==> config.mk <==
export PLATFORM = sky130hd
export DESIGN_NAME = bin_to_bcd_seq
export DESIGN_NICKNAME = d
export VERILOG_FILES = /design/src/rtl/bin_to_bcd_seq.sv
export SDC_FILE = /design/constraint.sdc
export NUM_CORES = 1
export LEC_CHECK = 0
export ABC_AREA = 1
export BUFFER_PORTS_ARGS = -buffer_cell sky130_fd_sc_hd__clkbuf_2
export CAP_MARGIN = 5
export CORE_MARGIN = 5
export CORE_UTILIZATION = 50
export CTS_BUF_LIST = sky130_fd_sc_hd__clkbuf_16
export DETAILED_ROUTE_END_ITERATION = 10
export GPL_TIMING_DRIVEN = 0
export PLACE_DENSITY = 0.71
export SETUP_SLACK_MARGIN = 0.2
export SLEW_MARGIN = 20
export SYNTH_ARGS = -nofsm -noshare
export SYNTH_HDL_FRONTEND = slang
export SYNTH_SLANG_ARGS = --single-unit
export TNS_END_PERCENT = 100
==> constraint.sdc <==
create_clock -name CLK -period 3.5 [get_ports CLK]
set_input_delay 0.175 -clock CLK [delete_from_list [all_inputs] [get_ports CLK]]
set_output_delay 0.175 -clock CLK [all_outputs]
set_load 0.05 [all_outputs]
==> src/rtl/bin_to_bcd_seq.sv <==
// Sequential binary-to-BCD converter (shift-add-3), one input bit per clock, start/done handshake.
// Build option: define BCD_SATURATE_EN to clamp out-of-range results to 16'h9999.
module bin_to_bcd_seq #(
    parameter int IN_WIDTH = 14,
    parameter int DIGITS   = 4
) (
    input  logic                  CLK,
    input  logic                  RST,
    input  logic                  start,
    input  logic [IN_WIDTH-1:0]   bin,
    output logic                  busy,
    output logic                  done,
    output logic [4*DIGITS-1:0]   bcd,
    output logic                  overflow
);

    localparam int WORK_W = 4 * DIGITS;
    localparam int CNT_W  = (IN_WIDTH > 1) ? $clog2(IN_WIDTH) : 1;
    localparam logic [CNT_W-1:0] LAST_CNT = CNT_W'(IN_WIDTH - 1);

    typedef enum logic {
        IDLE,
        SHIFT
    } state_t;

    state_t              state, state_next;
    logic [IN_WIDTH-1:0] shift_reg, shift_next;
    logic [WORK_W-1:0]   work, work_next;
    logic [CNT_W-1:0]    cnt, cnt_next;
    logic                ovf_pend, ovf_pend_next;
    logic [WORK_W-1:0]   bcd_next;
    logic                overflow_next;
    logic                done_next;

    logic [WORK_W-1:0]   adj;
    logic [WORK_W-1:0]   shifted_work;
    logic                bin_over;

    // Values above 9999 cannot be shown on four digits; the narrowest legal
    // widths can never reach this, so compare at full integer width.
    assign bin_over = 32'(bin) > 32'd9999;

    always_comb begin
        adj = work;
        for (int d = 0; d < DIGITS; d++) begin
            if (work[4*d +: 4] >= 4'd5) begin
                adj[4*d +: 4] = work[4*d +: 4] + 4'd3;
            end
        end
    end

    // The carry out of the top digit would be a fifth decimal digit; it is dropped.
    assign shifted_work = WORK_W'({adj, shift_reg[IN_WIDTH-1]});

    // NOTE: every output of this block gets a default before the case, so no
    // path leaves a variable unassigned and no latch is inferred.
    always_comb begin
        state_next    = state;
        shift_next    = shift_reg;
        work_next     = work;
        cnt_next      = cnt;
        ovf_pend_next = ovf_pend;
        bcd_next      = bcd;
        overflow_next = overflow;
        done_next     = 1'b0;

        case (state)
            IDLE: begin
                if (start) begin
                    shift_next    = bin;
                    work_next     = '0;
                    cnt_next      = '0;
                    ovf_pend_next = bin_over;
                    state_next    = SHIFT;
                end
            end
            SHIFT: begin
                work_next  = shifted_work;
                shift_next = {shift_reg[IN_WIDTH-2:0], 1'b0};
                cnt_next   = cnt + CNT_W'(1);
                if (cnt == LAST_CNT) begin
                    state_next    = IDLE;
                    done_next     = 1'b1;
                    overflow_next = ovf_pend;
`ifdef BCD_SATURATE_EN
                    bcd_next = ovf_pend ? {DIGITS{4'h9}} : shifted_work;
`else
                    bcd_next = shifted_work;
`endif
                end
            end
            default: state_next = IDLE;
        endcase
    end

    // NOTE: state registers use non-blocking assignments so every flop samples
    // the pre-edge values regardless of statement order.
    always_ff @(posedge CLK) begin
        if (RST) begin
            state     <= IDLE;
            shift_reg <= '0;
            work      <= '0;
            cnt       <= '0;
            ovf_pend  <= 1'b0;
            bcd       <= '0;
            overflow  <= 1'b0;
            done      <= 1'b0;
        end else begin
            state     <= state_next;
            shift_reg <= shift_next;
            work      <= work_next;
            cnt       <= cnt_next;
            ovf_pend  <= ovf_pend_next;
            bcd       <= bcd_next;
            overflow  <= overflow_next;
            done      <= done_next;
        end
    end

    assign busy = (state == SHIFT);

endmodule

---- Word level (Yosys, flattened, before mapping) ----
Index checks and enable logic that the tools add are counted.
storage, ports and cells
  bits in registers ....................... 54
  bits of input ports ..................... 17
  output and inout bits ................... 19
  logic and storage cells ................. 38
operators by class
  add/subtract/negate cells ............... 5
  magnitude comparators ................... 5
  equal/unequal tests ..................... 2
  multiplexer cells ....................... 14
  bitwise operators ....................... 1
  reduce and logical (&&, ||, !) cells .... 3
operators with widths
  cell                    number
  $pmux W16 S2            1
  $pmux W14 S2            1
  $ge A4 B3 Y1 const B    4
  $mux W16                1
  $mux W4                 4
  $gt A14 B14 Y1 const B  1
  $mux W14                1
  $add A4 B2 Y4 const B   3
  $pmux W4 S2             1
  $add A4 B1 Y4 const B   1
  $eq A4 B4 Y1 const B    1
  $reduce_and A2 Y1       2
  $add A3 B2 Y3 const B   1
  $mux W1                 3
  $mux W3                 1
  $ne A2 B2 Y1 const B    1
  $pmux W1 S2             1
  $reduce_or A2 Y1        1
  $not A1 Y1              1

---- Logic depth before layout (Yosys ltp) ----
  word-level depth ........................ 3
  depth in mapped cells ................... 9
  gate-level depth less buffers ........... 8

---- Least setup slack after synthesis ----
No wires, ideal clock.
  path kind ............................... register to register
  from .................................... register state, in the netlist busy
  to ...................................... register bcd[12]
  library setup time ...................... 59 ps
  arrival ................................. 1422 ps
  required time ........................... 3441 ps
  setup slack ............................. 2019 ps
  stages on the path, launching flop included .. 9
  buffers on the path ..................... 2
  clock period less this slack ............ 1481 ps
  path through ............................ dfxtp_1 buf_4 inv_2 nor2_4 nand2_2 clkinv_2 buf_6 nand3_1 nand2_1
between the ends
  longest elaborated chain between the ends .. 1
ends and longest elaborated chain
  element                      RTL line  RTL
  start: declaration           26        state_t state, state_next;
  start signal: assignment     109       state <= state_next;
  $reduce_and A2 Y1 (no line)  --
  end signal: assignment       114       bcd <= bcd_next;
  end: declaration             13        output logic [4*DIGITS-1:0] bcd,
No other way between the ends.
A chain may end at the register's enable or synchronous reset.

---- Worst setup path after layout ----
  from .................................... register cnt[1]
  to ...................................... register bcd[2]
between the ends
  longest elaborated chain between the ends .. 2
ends and longest elaborated chain
  element                      RTL line  RTL
  start: declaration           29        logic [CNT_W-1:0] cnt, cnt_next;
  start signal: assignment     112       cnt <= cnt_next;
  $eq A4 B4 Y1                 81        if (cnt == LAST_CNT) begin
  $reduce_and A2 Y1 (no line)  --
No other way between the ends.

==> results.txt <==
- Setup repair after global routing left no endpoint under its margin.
- Measured along the x axis, the die boundary spans 80.6 um.
- Vias in the first global route: 2153
- For this run, the leading register cell type out of synthesis is dfxtp_1.
- Category of the worst setup path launch point: register
- Via count: 2240
* Dominant combinational cell family by area after synthesis: simple AND/OR/NAND/NOR gates
- Sum of buffers and inverters on the critical path: 2
- Number of violations of the max-capacitance limit: 0
- Period minus WS final: 1.48 ns
- Routed len/inst: 11.7 um
- Tot GR Track Use: 18.6%
- Walking the worst path, the cells encountered are inv_1 > ha_1 > nand3_1 > nor2_4 > nor2_4 > buf_2 > nand2_1 > nand2_1.
* Max FO, Critical Path: 10
- The synthesized netlist occupies a cell area of 2490 um2.
- After detailed routing, the total wire length is 5330 um.
- PortBufs: 35
* Critical register-to-register path startpoint: cnt[1]
* Antenna diode instance count: 0
- Effective utilization at floorplan: 52.0%
- Yosys attributes the largest share of cell area to dfxtp_1, nand2_1, nand3_1.
- The worst-case IR drop observed on VDD is 0.000275 V.
- Arrival time at the worst endpoint: 1.72 ns
* Total design power: 0.00117 W
- Synth Instances: 348
- The die covers 6490 um2.
- Worst reg-to-reg path cell count: 8
- Hold path cells: 3
- Routability cong.: 0.856
- At the end of the flow the core is filled with cells to 60.1%.
- Pin count of the biggest net entering global routing: 15
- After synthesis, the mean cell area works out to 7.15 um2.
* Number of enable-type register cells in the synthesized netlist: 0
* P_leak: 1.41 nW
- The worst register-to-register path has a setup slack of 2.02 ns.
- Number of gates given a new drive strength after cts: 0
- The first routing iteration left 149 violations.
* I/O pin count: 36
* CTS Root Cell: clkbuf_16
- TritonCTS built the clock tree.
* Crit path capture type: register
* Most frequent cell after synthesis: nand2_1
- The first global-routing pass estimated 9340 um of wire.
* Vias per cell: 4.91
* Clock transition at the registers of the reported paths: 0.06 ns
- The clock drives 54 sinks.
* Worst slew pin tran: 0.519 ns
- Worst Path Required: 3.74 ns
* Max Clock Freq: 675 MHz
* Total negative slack for setup checks: 0 ns
* Clock tree skew after final layout: 0.00441 ns
* Detail Route Antenna Nets: 0
- Class of the most critical setup path: register to register
- In this run, post-CTS hold repair placed 0 buffers.
- The number of failing hold endpoints at the final stage is 0.
* Dominant cell type by area after synthesis: dfxtp_1
- Fraction of the yosys area taken by sequential cells: 43.4%
- Hold path startpoint: bin[0]
* Fraction of the mapped netlist area in adder cells: 5.03%
- The share of synthesized area in the top cell type comes to 43.4%.
- Summing the areas of all and, or, nand and nor instances in the mapped netlist gives 32.0% of the synthesized area.
- The critical path crosses 8 cells after its start point.
- Xor-xnor portion of the synthesized cell area: 0%
- Site Rows: 25
- Number of buffers inserted to repair setup after CTS: 0
* Class of the tightest hold or removal check: input pin to register
- After synthesis, the share of cell area in mux cells is 0.804%.
- The core region is 4790 um2.
- The die is 80.6 um tall.
* Most frequent cells after synthesis: nand2_1, dfxtp_1, nand3_1
- First element of the critical path: cnt[1]
- Counting flops and latches in the post-synthesis netlist gives 54.
- The area growth from synthesis to layout is 15.6%.
- CTS HTree Levels: 2
- Antenna violations before repair: 0
- Global routing finished with a remaining overflow of 0.
- The flow ran to the end, and the final reports show no timing, DRC or antenna violations.
* Final net count: 417
- Setup violations remaining at the end of the flow were counted as 0.
- Stage delay of the slowest cell on the critical path: 0.36 ns
- Slew Limit Headroom: 65.4%
- In this design, the largest share of critical-path delay is due to simple AND/OR/NAND/NOR gates.
* Compound-cell area share of the yosys netlist: 10.0%
* Final cycle utilization of the critical path: 42.3%
- The wire-length estimate of the detail-placed layout is 3950 um.
- Maximum root-to-sink buffer count: 2
- The slowest stage of the critical path belongs to the cell dfxtp_1.
* Ratio of cells with drive above 1 in the final layout: 14.9%
* TritonCTS Buffers: 5
* Yosys warning count: 0
* Ys async rst share: 0%
* Final-report max-slew violation count: 0
* Skew-Pair Late Insertion Delay: 0.29 ns
* First-pass detailed-route iteration total: 4
- When the netlist entered floorplanning its net count stood at 375.
* Power per unit of standard cell area: 408 nW/um2
* Number of library cell types mapped by synthesis: 26
- Residual DRC count: 0
==> power by group <==
part	internal, W	total [W]	leakage (nW)	switching [W]
Clock	0.000255	0.000455	0.0632	0.000200
Sequential	0.000627	0.000634	0.438	0.00000716
Combinational	0.0000294	0.0000855	0.904	0.0000561
==> per-layer routing <==
layer,vias up,global-route usage (%),wire length (um)
li1,1201,-,-
met1,977,23.5,2490
met2,53,30.2,2430
met3,9,3.92,301
met4,0,8.28,106
met5,-,0,0
==> worst paths after layout <==
kind,to
worst max-delay path,bcd[2]
worst min-delay path,shift_reg[0]
worst max register to register,bcd[2]
worst min register to register,bcd[8]
==> worst register-to-register path: stages (launching register included) <==
cell and delay [ns]:
dfxtp_1 0.36, inv_1 0.07, ha_1 0.18, nand3_1 0.14, nor2_4 0.07, nor2_4 0.19
buf_2 0.28, nand2_1 0.08, nand2_1 0.07
==> per-stage QoR <==
| stage | hold WS [ns] | worst slack, ns | cell area [um2] | std cells |
|---|---|---|---|---|
| after floorplan | 0.318 | 2.02 | 2490 | 348 |
| after global placement | 0.409 | 2.05 | 2750 | 450 |
| after detailed placement | 0.414 | 2.02 | 2750 | 450 |
| after CTS | 0.105 | 2.01 | 2880 | 456 |
| after global routing | 0.114 | 1.85 | 2880 | 456 |
| final | 0.108 | 2.02 | 2880 | 456 |
==> layout by cell type (no fill, tap or decap), types with 2 or more instances in the layout <==
| cell | count |
|---|---|
| inv_2 | 2 |
| nor2_1 | 4 |
| buf_4 | 2 |
| buf_2 | 6 |
| nor3_1 | 2 |
| ha_1 | 10 |
| a21oi_1 | 22 |
| o21ai_0 | 10 |
| nand3_1 | 37 |
| inv_1 | 36 |
| clkbuf_16 | 5 |
| mux2i_1 | 2 |
| nand2_1 | 128 |
| nand4_1 | 8 |
| clkbuf_1 | 4 |
| nand2_2 | 2 |
| clkbuf_2 | 35 |
| nor2_4 | 2 |
| dfxtp_1 | 54 |
| a22oi_1 | 9 |
==> cells by family (layout without fill, tap and decap cells) <==
| family | after synthesis | after routing |
|---|---|---|
| buffers and inverters | 52 | 93 |
| AND/OR/NAND/NOR | 186 | 186 |
| adder cells (fa/ha/maj) | 10 | 10 |
| flip-flops | 54 | 54 |
| multiplexers | 2 | 2 |
| AO/OA/AOI/OAI | 44 | 44 |
==> cell type report <==
type                       count  area [um2]
timing repair buffer          35         175
tap                           67        83.8
inverter                      39         148
fill                         469        1910
clock inverter                 1        3.75
buffer                        13        71.3
clock buffer                   5         125
sequential                    54        1080
multi-input combinational    242        1190
Power figures use the tool's default switching activity.
